<file path="config.mk">
export PLATFORM = sky130hd
export DESIGN_NAME = uart_tx_arbiter
export DESIGN_NICKNAME = d
export VERILOG_FILES = /design/src/rtl/uart_tx_arbiter.sv
export SDC_FILE = /design/constraint.sdc
export NUM_CORES = 1
export LEC_CHECK = 0
export CORE_MARGIN = 2
export CORE_UTILIZATION = 42
export CTS_BUF_LIST = sky130_fd_sc_hd__clkbuf_4
export DETAILED_ROUTE_END_ITERATION = 10
export PLACE_DENSITY_LB_ADDON = 0.08
export SLEW_MARGIN = 20
export SYNTH_ARGS = -nofsm -noshare
export SYNTH_HDL_FRONTEND = slang
export SYNTH_SLANG_ARGS = --single-unit
</file>
<file path="constraint.sdc">
create_clock -name clk -period 1.9 [get_ports clk]
set_clock_uncertainty 0.15 [all_clocks]
set_input_delay 0.38 -clock clk [delete_from_list [all_inputs] [get_ports clk]]
set_output_delay 0.38 -clock clk [all_outputs]
set_load 0.01 [all_outputs]
</file>
<file path="src/rtl/uart_tx_arbiter.sv">
`default_nettype none
// ============================================================================
// uart_tx_arbiter : round-robin, packet-locking share of one UART TX byte port
// Revision 1.0
// ============================================================================
module uart_tx_arbiter #(
  parameter int NUM_REQ      = 2,
  parameter int DATA_W       = 8,
  parameter int MAX_BURST    = 16,
  parameter int IDLE_TIMEOUT = 64,
  localparam int GW          = (NUM_REQ > 1) ? $clog2(NUM_REQ) : 1
) (
  input  logic                        clk,
  input  logic                        rst_n,
  input  logic [NUM_REQ-1:0]          req_valid,
  input  logic [NUM_REQ*DATA_W-1:0]   req_data,
  input  logic [NUM_REQ-1:0]          req_last,
  output logic [NUM_REQ-1:0]          req_ready,
  output logic                        tx_valid,
  output logic [DATA_W-1:0]           tx_data,
  input  logic                        tx_ready,
  output logic [GW-1:0]               grant_id,
  output logic                        busy
);

  localparam int BW = $clog2(MAX_BURST + 1);
  localparam int IW = $clog2(IDLE_TIMEOUT + 1);

  typedef enum logic [0:0] {
    IDLE  = 1'b0,
    GRANT = 1'b1
  } state_t;

  state_t            state, state_n;
  logic [GW-1:0]     grant_id_n;
  logic [GW-1:0]     rr_ptr, rr_ptr_n;
  logic [GW-1:0]     pick;
  logic              found;
  logic [BW-1:0]     burst_cnt, burst_cnt_n;
  logic [IW-1:0]     idle_cnt, idle_cnt_n;
  logic              busy_n;
  logic              owner_valid;
  logic              xfer;
  logic              release_now;
  logic [DATA_W-1:0] data_arr [NUM_REQ];

  for (genvar gi = 0; gi < NUM_REQ; gi++) begin : g_unpack
    assign data_arr[gi] = req_data[gi*DATA_W +: DATA_W];
  end

  assign owner_valid = req_valid[grant_id];
  assign xfer        = (state == GRANT) && owner_valid && tx_ready;

  // Scan from the farthest offset inward so the nearest requester after rr_ptr wins.
  always_comb begin
    found = 1'b0;
    pick  = '0;
    for (int k = NUM_REQ; k >= 1; k--) begin
      if (req_valid[(int'(rr_ptr) + k) % NUM_REQ]) begin
        found = 1'b1;
        pick  = GW'((int'(rr_ptr) + k) % NUM_REQ);
      end
    end
  end

  always_comb begin
    state_n     = state;
    grant_id_n  = grant_id;
    rr_ptr_n    = rr_ptr;
    burst_cnt_n = burst_cnt;
    idle_cnt_n  = idle_cnt;
    busy_n      = busy;
    release_now = 1'b0;
    unique case (state)
      IDLE: begin
        if (found) begin
          state_n     = GRANT;
          grant_id_n  = pick;
          busy_n      = 1'b1;
          burst_cnt_n = '0;
          idle_cnt_n  = '0;
        end
      end
      GRANT: begin
        if (xfer) begin
          idle_cnt_n = '0;
          if (burst_cnt != BW'(MAX_BURST)) burst_cnt_n = burst_cnt + 1'b1;
          if (req_last[grant_id] || (burst_cnt == BW'(MAX_BURST - 1))) release_now = 1'b1;
        end else if (owner_valid) begin
          // Backpressure stall: owner is still active, never a timeout.
          idle_cnt_n = '0;
        end else begin
          if (idle_cnt != IW'(IDLE_TIMEOUT)) idle_cnt_n = idle_cnt + 1'b1;
          if (idle_cnt == IW'(IDLE_TIMEOUT - 1)) release_now = 1'b1;
        end
        if (release_now) begin
          state_n     = IDLE;
          rr_ptr_n    = grant_id;
          burst_cnt_n = '0;
          idle_cnt_n  = '0;
          busy_n      = 1'b0;
        end
      end
      default: state_n = IDLE;
    endcase
  end

  always_comb begin
    tx_valid  = 1'b0;
    tx_data   = '0;
    req_ready = '0;
    if (state == GRANT) begin
      tx_valid            = owner_valid;
      tx_data             = data_arr[grant_id];
      req_ready[grant_id] = tx_ready;
    end
  end

  always_ff @(posedge clk or negedge rst_n) begin
    if (!rst_n) begin
      state     <= IDLE;
      grant_id  <= '0;
      rr_ptr    <= GW'(NUM_REQ - 1);
      burst_cnt <= '0;
      idle_cnt  <= '0;
      busy      <= 1'b0;
    end else begin
      state     <= state_n;
      grant_id  <= grant_id_n;
      rr_ptr    <= rr_ptr_n;
      burst_cnt <= burst_cnt_n;
      idle_cnt  <= idle_cnt_n;
      busy      <= busy_n;
    end
  end

endmodule
`default_nettype wire
</file>
==> results.toml <==
[status]
outcome = "finished, violations left"
violations = "setup timing"

[die]
dieArea_um2 = 3010
die_height_um = 54.8
start_util_pct = 44.2
die_x_um = 54.8
count_of_standard_cell_rows = 18
design.portCount = 36
core_um2 = 2450

[global_routing]
grt_pass1_vias = 1046
grt_pass1_wl_um = 4540
pin_count_of_the_biggest_net_entering_global_routing = 12
grt_usage_pct = 21.7
initial_antenna_violation_count = 0
globalRoute.totalOverflow = 0

[clock_tree]
clockRootBuffer = "sky130_fd_sc_hd__clkbuf_4"
cts_inserted_buffers = 3
clk_pin_slew_ns = 0.10
postCtsHoldBufs = 0
clk_latency_ns = 0.29
h-tree-depth = 1
clock_path_buffers = 2
cts.sink_count = 16
tritoncts = "built"

[layout]
antenna_cells = 0
final_net_count = 209
fillers = 194
storage_cell_area_um2 = 402
final_common_cell = "sky130_fd_sc_hd__clkdlybuf4s50_1"
multiInputGateArea_um2 = 747
layout_common_cells = "sky130_fd_sc_hd__clkdlybuf4s50_1, sky130_fd_sc_hd__buf_4, sky130_fd_sc_hd__dfrtp_1, sky130_fd_sc_hd__nor2_1"
drive_above_1_share_pct = 34.4
area_growth_syn_to_layout_pct = 62.5
final_core_util_pct = 71.8

[worst_setup_path]
crit_required_ns = 1.99
setup.worst_path.class = "reg -> reg"
end_kind = "flip-flop"
reg2regPathDepth = 6
path_max_fanout = 3
reg_to_reg_critical_path_endpoint = "burst_cnt[3]"
worstPathArrival_ns = 2.00
reg_to_reg_start = "burst_cnt[1]"
r2r_setup_slack_ns = -0.01
critical_path.startpoint_type = "flip-flop"

[pwr]
powerDensity_nw_per_um2 = 1030
power.switching_fraction_pct = 38.4
power.share.clock_pct = 10.5
pwr-share-seq_pct = 28.2
switching_power_uw = 695
peakVddDrop_mv = 0.758
proportion_of_power_drawn_by_combinational_gates_pct = 61.4
total_leakage_power_uw = 0.000856
power.internal_uw = 1110

[place]
detailedPlacementHpwl_um = 2370
place_ws_ns = -0.245
gpl.final_weighted_congestion = 0.838
numPortBuffers = 35

[logic_synthesis]
netlist_area_um2 = 1080
synth.ff_latch_count = 16
synth-async-reset-ratio_pct = 100
synth_seq_area_share_pct = 37.0
synthesis.area_per_instance_um2 = 9.19
synth.top_cells.by_area = "sky130_fd_sc_hd__dfrtp_1, sky130_fd_sc_hd__mux2i_1, sky130_fd_sc_hd__ha_1"
postSynth.topFlopCell = "sky130_fd_sc_hd__dfrtp_1"
synth.net_count = 146
synth_cells = 118
synth_top_cell_area_share_pct = 34.6
cell_accounting_for_the_most_synthesized_area = "sky130_fd_sc_hd__dfrtp_1"
post_synthesis_cell_type_count = 38
synth_edf_count = 0
synthesis.yosys.warnings = 0

[sta]
period_share_pct = 101
worstMarginPinSlew_ns = 0.374
worst_slack_ns = -0.0100
finalSetupViolations = 1
fmaxAchievable_ghz = 0.524
fin_crit_ns = 1.91
rsz_0062_raised_after_global_routing = "true"
timing.slew.headroom_pct = 74.8
hold_slack_ns = 0.168
timing_hold_violations_final = 0
timing.final.max_slew_violations = 0

[detailed_routing]
via_count = 1082
routed_wire_length_per_instance_um = 15.0
viasPerCell = 5.15
drt_first_iter_violations = 8
drt_pass1_iterations = 4
postRouteAntennaNets = 0
routed_wirelength_um = 3150
post-route-drc-count = 0

[worst_hold_path]
worst_hold_path_type = "in -> async"

[flow_run]
max_cap_viol_count = 0
## state kept, by name, indices dropped and copies added, names as in the netlist
name	cells
burst_cnt	5
state	1
grant_id	1
idle_cnt	7
rr_ptr	1
busy	1
## repair_timing
item,in CTS,in global routing
buffers inserted,6,1
gates cloned,0,0
pin swaps,4,13
gates resized for setup,45,25
setup endpoints to repair,17,18
## metal layers
metal / vias to the layer above / wire length (um) / track usage [%]
li1: 544 / - / -
met1: 522 / 1370 / 26.3
met2: 14 / 1680 / 37.9
met3: 2 / 80 / 5.74
met4: 0 / 19 / 5.00
met5: - / 0 / 0
## synth_stat cells (2+ instances only)
| master | number |
|---|---|
| sky130_fd_sc_hd__mux2_2 | 4 |
| sky130_fd_sc_hd__nor3b_1 | 2 |
| sky130_fd_sc_hd__o21ai_0 | 4 |
| sky130_fd_sc_hd__nand2b_1 | 2 |
| sky130_fd_sc_hd__and3_1 | 3 |
| sky130_fd_sc_hd__mux2i_1 | 9 |
| sky130_fd_sc_hd__inv_1 | 10 |
| sky130_fd_sc_hd__nand3_1 | 4 |
| sky130_fd_sc_hd__dfrtp_1 | 15 |
| sky130_fd_sc_hd__a21o_1 | 5 |
| sky130_fd_sc_hd__nor2b_1 | 2 |
| sky130_fd_sc_hd__a22o_1 | 2 |
| sky130_fd_sc_hd__nor3_1 | 4 |
| sky130_fd_sc_hd__a2111oi_0 | 2 |
| sky130_fd_sc_hd__ha_1 | 5 |
| sky130_fd_sc_hd__nor2_1 | 15 |
| sky130_fd_sc_hd__clkbuf_1 | 2 |
| sky130_fd_sc_hd__nand2_1 | 8 |
## through the flow
| stage | TNS (ns) | cell area, um2 | power [uW] | cells |
|---|---|---|---|---|
| 2_1_floorplan | 0 | 1080 | 998 | 118 |
| 3_3_place_gp | -2.85 | 1630 | 1470 | 203 |
| 3_5_place_dp | -3.47 | 1630 | 1510 | 203 |
| 4_1_cts | -0.0215 | 1740 | 1730 | 212 |
| 5_1_grt | -0.353 | 1760 | 1930 | 210 |
| 6_report | -0.0100 | 1760 | 1810 | 210 |
## cell families (layout without fill, tap and decap cells)
family / Yosys count / count (layout) / synth area share, %
and+or+nand+nor: 47 / 47 / 22.1
AOI/OAI and AO/OA: 22 / 22 / 15.2
DFF: 16 / 16 / 37.0
muxes: 14 / 14 / 13.8
buffers and inverters: 13 / 75 / 5.19
adders and majority gates: 5 / 5 / 5.77
xor gates and xnor gates: 1 / 1 / 0.808
## layout make-up
type                    count  area share, %
well taps                  30           2.13
multi-input cells          89           42.4
inverters                  10           2.41
clock buffers               3           1.28
repair buffers             61           28.8
flip-flops and latches     16           22.8
clock inverters             1          0.213
## power by group through the flow
stage                     combinational (uW)  clock (uW)  sequential [uW]
after floorplan                          493           0              505
after global placement                   966           0              504
after detailed placement                 996           0              510
after CTS                               1040         191              499
after global routing                    1200         211              520
final                                   1110         190              509
## how the worst max path moves through the flow
| stage | end | slack (ns) | from |
|---|---|---|---|
| detailed placement | burst_cnt[2] | -0.25 | req_valid[0] |
| global route | burst_cnt[3] | -0.09 | burst_cnt[0] |
| floorplan | burst_cnt[2] | 0.01 | burst_cnt[0] |
| CTS | tx_data[6] | -0.01 | grant_id |
| global placement | tx_valid | -0.22 | req_valid[0] |
| finish | burst_cnt[3] | -0.01 | burst_cnt[1] |
## worst max-delay path, cell delays in order, from the launching register on
cell and delay (ns):
sky130_fd_sc_hd__dfrtp_1 0.41, sky130_fd_sc_hd__ha_2 0.20, sky130_fd_sc_hd__and3_1 0.18, sky130_fd_sc_hd__ha_2 0.18, sky130_fd_sc_hd__or2_4 0.28, sky130_fd_sc_hd__a2111oi_4 0.32
sky130_fd_sc_hd__a21o_1 0.13
Power figures use the tool's default switching activity.
